`src/rtl/seg_pkg.sv`:
```
// Shared definitions for the 7-segment display scan blocks.
package seg_pkg;

   localparam int SEG_NDIG = 4;
   localparam int IDXW     = $clog2(SEG_NDIG);
   localparam int SEL_W    = 32;

   localparam logic [SEL_W-1:0] AN_OFF = '1;

   typedef enum logic {
      GUARD = 1'b0,
      DRIVE = 1'b1
   } slot_state_t;

   // One-cold anode select; callers truncate to their digit count.
   function automatic logic [SEL_W-1:0] digit_sel(input logic [4:0] i_idx);
      return ~(SEL_W'(1) << i_idx);
   endfunction

endpackage

```
`src/rtl/seg_prescale.sv`:
```
// Free-running DIV-cycle counter with a single-cycle wrap strike on the last count.
module seg_prescale
   import seg_pkg::*;
#(
   parameter  int DIV = 50000,
   localparam int CW  = (DIV > 1) ? $clog2(DIV) : 1
) (
   input  logic          i_clk,
   input  logic          i_rst_n,
   output logic [CW-1:0] o_cnt,
   output logic          o_wrap
);

   logic [CW-1:0] r_cnt;

   assign o_wrap = (r_cnt == CW'(DIV - 1));
   assign o_cnt  = r_cnt;

   always_ff @(posedge i_clk or negedge i_rst_n) begin
      if (!i_rst_n) begin
         r_cnt <= '0;
      end else if (o_wrap) begin
         r_cnt <= '0;
      end else begin
         r_cnt <= r_cnt + CW'(1);
      end
   end

endmodule

```
`src/rtl/seg7_scan.sv`:
```
// Multiplexed NDIG-digit common-anode scanner: double-buffered hex value,
// per-slot guard blanking and optional leading-zero suppression.
module seg7_scan
   import seg_pkg::*;
#(
   parameter int NDIG  = SEG_NDIG,
   parameter int DIV   = 50000,
   parameter int BLANK = 16
) (
   input  logic                    clk,
   input  logic                    rst_n,
   input  logic                    load,
   input  logic [4*NDIG-1:0]       din,
   input  logic                    lz_en,
   output logic [3:0]              x,
   output logic [NDIG-1:0]         an,
   output logic [$clog2(NDIG)-1:0] idx,
   output logic                    frame
);

   localparam int IW = $clog2(NDIG);
   localparam int CW = $clog2(DIV);

   logic [CW-1:0]     w_cnt;
   logic              w_wrap;
   logic              w_frame_wrap;

   slot_state_t       r_state;
   slot_state_t       w_state_nxt;

   logic [IW-1:0]     r_idx;
   logic [IW-1:0]     w_idx_nxt;
   logic [4*NDIG-1:0] r_pending;
   logic [4*NDIG-1:0] r_active;
   logic [4*NDIG-1:0] w_active_nxt;
   logic [NDIG-1:0]   w_blank;
   logic              w_zrun;
   logic [NDIG-1:0]   w_sel;
   logic [NDIG-1:0]   r_an;
   logic [NDIG-1:0]   w_an_nxt;
   logic [3:0]        r_x;
   logic [3:0]        w_x_nxt;
   logic              r_frame;

   seg_prescale #(
      .DIV (DIV)
   ) u_prescale (
      .i_clk   (clk),
      .i_rst_n (rst_n),
      .o_cnt   (w_cnt),
      .o_wrap  (w_wrap)
   );

   assign w_frame_wrap = w_wrap && (r_idx == IW'(NDIG - 1));

   // Display data only swaps at the frame boundary so a frame never mixes old and new.
   assign w_active_nxt = w_frame_wrap ? (load ? din : r_pending) : r_active;

   always_comb begin
      w_idx_nxt = r_idx;
      if (w_wrap) begin
         w_idx_nxt = (r_idx == IW'(NDIG - 1)) ? '0 : r_idx + IW'(1);
      end
   end

   // A digit above 0 is blank when it and everything above it are zero.
   always_comb begin
      w_blank = '0;
      w_zrun  = 1'b1;
      for (int i = NDIG - 1; i >= 1; i--) begin
         w_zrun     = w_zrun && (w_active_nxt[4*i +: 4] == 4'h0);
         w_blank[i] = w_zrun;
      end
   end

   always_comb begin
      w_x_nxt = 4'h0;
      for (int i = 0; i < NDIG; i++) begin
         if (w_idx_nxt == IW'(i)) begin
            w_x_nxt = w_active_nxt[4*i +: 4];
         end
      end
   end

   assign w_sel = NDIG'(digit_sel(5'(w_idx_nxt)));

   always_ff @(posedge clk or negedge rst_n) begin
      if (!rst_n) begin
         r_state <= GUARD;
      end else begin
         r_state <= w_state_nxt;
      end
   end

   // Outputs are computed from next-cycle state so they register in step with it.
   always_comb begin
      w_state_nxt = r_state;
      w_an_nxt    = NDIG'(AN_OFF);
      case (r_state)
         GUARD:   if (w_cnt == CW'(BLANK - 1)) w_state_nxt = DRIVE;
         DRIVE:   if (w_wrap)                  w_state_nxt = GUARD;
         default: w_state_nxt = GUARD;
      endcase
      if ((w_state_nxt == DRIVE) && !(lz_en && w_blank[w_idx_nxt])) begin
         w_an_nxt = w_sel;
      end
   end

   always_ff @(posedge clk or negedge rst_n) begin
      if (!rst_n) begin
         r_idx     <= '0;
         r_pending <= '0;
         r_active  <= '0;
         r_an      <= NDIG'(AN_OFF);
         r_x       <= 4'h0;
         r_frame   <= 1'b0;
      end else begin
         r_idx    <= w_idx_nxt;
         r_active <= w_active_nxt;
         r_an     <= w_an_nxt;
         r_x      <= w_x_nxt;
         r_frame  <= w_frame_wrap;
         if (load) begin
            r_pending <= din;
         end
      end
   end

   assign x     = r_x;
   assign an    = r_an;
   assign idx   = r_idx;
   assign frame = r_frame;

endmodule

```
`config.mk`:
```
export PLATFORM = sky130hd
export DESIGN_NAME = seg7_scan
export DESIGN_NICKNAME = d
export VERILOG_FILES = /design/src/rtl/seg_pkg.sv /design/src/rtl/seg_prescale.sv /design/src/rtl/seg7_scan.sv
export SDC_FILE = /design/constraint.sdc
export NUM_CORES = 1
export LEC_CHECK = 0
export CAP_MARGIN = 25
export CORE_MARGIN = 3
export CORE_UTILIZATION = 40
export CTS_CLUSTER_DIAMETER = 120
export CTS_CLUSTER_SIZE = 40
export DETAILED_ROUTE_END_ITERATION = 8
export GPL_ROUTABILITY_DRIVEN = 0
export PLACE_DENSITY = 0.64
export SYNTH_ARGS = -nofsm -noshare
export SYNTH_HDL_FRONTEND = slang
export SYNTH_SLANG_ARGS = --single-unit
```
`constraint.sdc`:
```
create_clock -name clk -period 2.2 [get_ports clk]
set_input_delay 0.33 -clock clk [delete_from_list [all_inputs] [get_ports clk]]
set_output_delay 0.33 -clock clk [all_outputs]
set_load 0.005 [all_outputs]
```
### Word level (Yosys, flattened, before mapping)

Cells that the tools add are included.

* add/sub/neg operators: 2
* order comparisons: 1
* equal/unequal tests: 6
* shift-type cells: 1
* mux-type cells: 15
* bitwise logic cells: 2
* reduce and logical (&&, ||, !) cells: 10

Operators by type and width (number)
* $mux W16: 3
* $mux W4: 5
* $add A16 B1 Y16 const B: 1
* $eq A16 B16 Y1 const B: 1
* $eq A16 B4 Y1 const B: 1
* $logic_not A4 Y1: 3
* $eq A2 B2 Y1 const B: 3
* $logic_and A1 B1 Y1: 5
* $mux W2: 2
* $not A4 Y4: 1
* $shl A1 B2 Y4 const A: 1
* $lt A2 B3 Y1 const B: 1
* $mux W1: 3
* $add A2 B1 Y2 const B: 1
* $bmux W1 S2: 1
* $eq A2 B1 Y1 const B: 1
* $logic_not A2 Y1: 1
* $pmux W1 S2: 1
* $logic_not A1 Y1: 1
* $not A1 Y1: 1

* register bits after elaboration: 60
* input port bits: 20
* output and inout port bits: 11
* logic and storage cells: 45

### Depth between registers and ports, before layout

* depth in word-level cells: 12
* mapped depth: 8
* gate-level depth less buffers: 7

### By module

A second synthesis with hierarchy kept.

* cell total of the unflattened synthesis: 218
* area, all modules: 2596.2 um2

By module, submodules not included
* seg7_scan: instances 1, cells each 151, area an instance 1834.3 um2
* seg_prescale: instances 1, cells each 67, area an instance 762.0 um2

### Least setup slack after synthesis

OpenSTA, ideal clock, no wires.

* path type: flip-flop to flip-flop
* start: register u_prescale.r_cnt[11], in the netlist u_prescale.o_cnt[11]
* end: register r_x[0], in the netlist x[0]
* setup time: 0.134 ns
* arrival: 2.252 ns
* required time: 2.066 ns
* path slack: -0.186 ns
* stages on the path, launching flop included: 8
* buffers on the path: 2
* path through: dfrtp_1 -> or4_4 -> or4_1 -> buf_2 -> mux2i_4 -> buf_6 -> mux2i_1 -> mux2i_1

* cells in the longest elaborated chain, start to end: 7
* elaborated cells on any way between the ends: 12

Ends and longest elaborated chain
* start, declared: RTL line seg_prescale.sv:14 `logic [CW-1:0] r_cnt;`
* start signal, assigned: RTL line seg_prescale.sv:25 `r_cnt <= r_cnt + CW'(1);`
* $eq A16 B16 Y1 *: RTL line seg_prescale.sv:16 `assign o_wrap = (r_cnt == CW'(DIV - 1));`
* $mux W2 or $logic_and A1 B1 Y1 (tied branches): RTL line seg7_scan.sv:61, seg7_scan.sv:54
* $logic_not A2 Y1 or $mux W16 (tied branches): RTL line seg7_scan.sv:79, seg7_scan.sv:57
* $mux W4 (3 in a row): RTL line seg7_scan.sv:79 `if (w_idx_nxt == IW'(i)) begin`
* $mux W4 *: RTL line seg7_scan.sv:79
* via w_x_nxt[0]: RTL line seg7_scan.sv:42 `logic [3:0] w_x_nxt;`
* end signal, assigned: RTL line seg7_scan.sv:121 `r_x <= w_x_nxt;`
* end, declared: RTL line seg7_scan.sv:41 `logic [3:0] r_x;`

The timed path passes the listed nets; every way through them passes the cells marked *.

### Worst setup path after layout

* start: register u_prescale.r_cnt[13], in the netlist u_prescale.o_cnt[13]
* end: register r_an[2], in the netlist an[2]

* cells in the longest elaborated chain, start to end: 12
* elaborated cells on any way between the ends: 21

Ends and longest elaborated chain
* $eq A16 B16 Y1: RTL line seg_prescale.sv:16
* $logic_and A1 B1 Y1: RTL line seg7_scan.sv:54 `assign w_frame_wrap = w_wrap && (r_idx == IW'(NDIG - 1));`
* $mux W16: RTL line seg7_scan.sv:57 `assign w_active_nxt = w_frame_wrap ? (load ? din : r_pending) : r_active;`
* $logic_not A4 Y1: RTL line seg7_scan.sv:71 `w_zrun = w_zrun && (w_active_nxt[4*i +: 4] == 4'h0);`
* $logic_and A1 B1 Y1 (2 in a row): RTL line seg7_scan.sv:71
* $bmux W1 S2: RTL line seg7_scan.sv:104 `if ((w_state_nxt == DRIVE) && !(lz_en && w_blank[w_idx_nxt])) begin`
* $mux W1 (implied by the code): RTL line seg7_scan.sv:104
* $logic_and A1 B1 Y1: RTL line seg7_scan.sv:104
* $logic_not A1 Y1: RTL line seg7_scan.sv:104
* $logic_and A1 B1 Y1: RTL line seg7_scan.sv:104
* $mux W4 *: RTL line seg7_scan.sv:104
* via w_an_nxt[2]: RTL line seg7_scan.sv:40 `logic [NDIG-1:0] w_an_nxt;`
* end signal, assigned: RTL line seg7_scan.sv:114 `r_an <= NDIG'(AN_OFF);`
* end signal, assigned: RTL line seg7_scan.sv:120 `r_an <= w_an_nxt;`
* end, declared: RTL line seg7_scan.sv:39 `logic [NDIG-1:0] r_an;`

The timed path passes the listed nets; every way through them passes the cells marked *. The select of a mux whose other input is x is not followed.

==> flow_metrics.tcl <==
set metrics [dict create \
    outcome "finished, violations left" \
    violations "setup timing" \
    drt_pass1_iterations 4 \
    grt_pass1_wl_mm 8.67 \
    avgSynthCellArea_sq_um 12.9 \
    synth.most_common_cell "dfrtp_1" \
    yosysTopAreaCellShare 0.540 \
    mappedNetlistArea_sq_um 2600 \
    core_area_sq_um 6100 \
    cts_max_level 3 \
    power.switching_uw 500 \
    arrival_ns 2.54 \
    final_core_util 0.579 \
    cts_tree "yes" \
    p_int_uw 1890 \
    pwr-share-seq 0.489 \
    clock_path_buffers 2 \
    grt_use_total 0.154 \
    period_needed_ns 2.31 \
    synthTopCellsByArea "dfrtp_1, mux2_2, mux2i_1" \
    synth_edf_count 0 \
    wl_mm 5.03 \
    timing.final.crit_share 1.05 \
    dieArea_sq_um 7490 \
    drc_errors 0 \
    gr-usage-met3 0.0361 \
    die_w_um 86.6 \
    numCtsBuffers 9 \
    grt_pass1_vias 1763 \
    area_growth_syn_to_layout_pct 36.0 \
    dp.cells 333 \
    path_max_fanout 4 \
    clock_power_share 0.434 \
    grt.overflow.total 0 \
    synth.distinct_cells 31 \
    slew_headroom 0.696 \
    peakVddDrop_mv 0.405 \
    worstSetupStartpointType "flip-flop" \
    path_class "flip-flop to flip-flop" \
    finalMaxSlewViolations 0 \
    ys_ff_latch 60 \
    critPathRequiredTime_ns 2.43 \
    synthArstFlopShare 1.00 \
    tightest_slew_ns 0.453 \
    die_h_um 86.6 \
    clock-sinks 60 \
    ys_warn_count 0 \
    fin_ws_ns -0.108 \
    post_layout_nonfiller_instances 352 \
    yosysTopAreaCell "dfrtp_1" \
    clkSlewWorstSetupHoldPaths_ns 0.07 \
    post-place-ws_ns -0.128 \
    leakage_uw 0.00163 \
    switching_share 0.209 \
    synth_common_cells "dfrtp_1, mux2_2, nor2_1, mux2i_1, nand2_1" \
    synth_nets 224 \
    drt_iter0_drc 77 \
    syn_inst 202 \
    diodes 0 \
    grt_use_met1 0.212 \
    power_density_nw_per_um2 676 \
    antenna_found_initial 0 \
    hp-class "primary input to async pin" \
    pin_count 31 \
    wl_per_cell_um 14.3 \
    hpwl_mm 3.76 \
    p_comb_frac 0.077 \
    final-setup-viol-count 7 \
    initial_utilization 0.426 \
    clkLatencyLatePin_ns 0.34 \
    num-nets-final 295 \
    grt.busiest_layer "met2" \
    final-hold-violation-count 0 \
    viasPerCell 5.03 \
    num_vias 1771 \
    ys_seq_area_frac 0.580 \
    drive_above_1_share 0.375 \
    use_met2 0.221 \
    rows 28 \
    cts-root-buf "clkbuf_8" \
    port_buffers 30 \
    timing.fmax_mhz 433 \
    fin_skew_ns 0.00809 \
    synthFlopType "dfrtp_1" \
    final_antenna_net_count 0 \
    cap_violations 0 \
    critical_path.endpoint_type "flip-flop" \
    grt_max_degree 44 \
    rsz0062_at_grt "true" \
]
## worst paths after layout
kind	start	to	slack, ns	depth (start not counted)
max	u_prescale.o_cnt[13]	an[2]	-0.11	7
min	rst_n	r_pending[2]	0.47	2
max reg2reg	u_prescale.o_cnt[13]	an[2]	-0.11	7
min reg2reg	r_pending[1]	r_pending[1]	0.50	1
max in group asynchronous	rst_n	an[0]	1.11	3
min in group clk	r_pending[1]	r_pending[1]	0.50	1
## critical path, stage by stage, from the launching register on
cell and delay [ns]:
dfrtp_1 0.37, or4_4 0.54, or4_4 0.49, buf_12 0.16
mux2i_4 0.25, nor2_2 0.08, o21ai_2 0.16, nand4_1 0.15
## kinds of logic (layout without fill, tap and decap cells)
| group | after synthesis | after routing | synth area share |
|---|---|---|---|
| and+or+nand+nor | 61 | 61 | 0.119 |
| adders and majority gates | 2 | 2 | 0.00964 |
| DFF | 60 | 60 | 0.580 |
| AOI/OAI and AO/OA | 7 | 7 | 0.0173 |
| muxes | 48 | 48 | 0.211 |
| xor gates and xnor gates | 13 | 13 | 0.0439 |
| buffers and inverters | 11 | 86 | 0.0193 |
## sequential cells by signal (all words and copies together) (netlist names)
signal            count
an                    4
frame                 1
idx                   2
r_active             16
r_pending            16
r_state               1
u_prescale.o_cnt     16
x                     4
## what timing repair did
action,in CTS,in global routing
hold buffers,1,0
setup buffers,0,4
resized for setup,4,7
setup endpoints to repair,6,9
hold endpoints to repair,17,0
## per-stage QoR
| step | instance area, sq um | TNS [ns] | power [uW] | hold slack (ns) |
|---|---|---|---|---|
| global route | 3530 | -0.871 | 2490 | 0.505 |
| CTS | 3480 | -0.221 | 2420 | 0.469 |
| global placement | 3250 | -0.206 | 1370 | 0.299 |
| detailed placement | 3250 | -0.545 | 1370 | 0.299 |
| finish | 3530 | -0.332 | 2390 | 0.468 |
| floorplan | 2610 | -0.128 | 1260 | 0.0344 |
## layout by cell type, fill, tap and decap left out, types with 3 or more instances in the layout
cell type,Yosys,layout
clkbuf_8,0,9
mux2i_1,13,10
o21ai_0,3,3
buf_12,0,4
dfstp_2,4,4
nand3_1,10,9
nand2_1,12,12
nand4_1,6,6
nor3_1,6,5
dfrtp_1,56,56
buf_4,0,29
mux2_2,33,33
xnor2_1,6,6
xor2_1,7,7
nor4_1,4,4
inv_1,5,4
nor2_1,14,14
mux2i_2,0,3
clkdlybuf4s50_1,0,29
## power by group through the flow
stage               Clock, uW  Sequential (uW)  Combinational (uW)
floorplan                   0             1180                75.5
global placement            0             1180                 182
detailed placement          0             1190                 184
CTS                      1070             1170                 186
global route             1120             1170                 204
finish                   1040             1170                 184
## cell type report
class | count | area, sq um
clock buffers | 10 | 128
well taps | 75 | 93.8
clock inverters | 5 | 77.6
repair buffers | 66 | 626
multi-input cells | 131 | 1080
fillers | 523 | 2570
flip-flops and latches | 60 | 1510
inverters | 5 | 18.8
## layer usage
| layer | vias up | part of all wire | wire length (um) |
|---|---|---|---|
| met5 | - | 0 | 0 |
| met4 | 0 | 0.024 | 122 |
| met3 | 12 | 0.041 | 208 |
| met2 | 29 | 0.47 | 2350 |
| met1 | 874 | 0.47 | 2350 |
| li1 | 856 | - | - |
No activity file was read; power rests on OpenSTA's default activity.
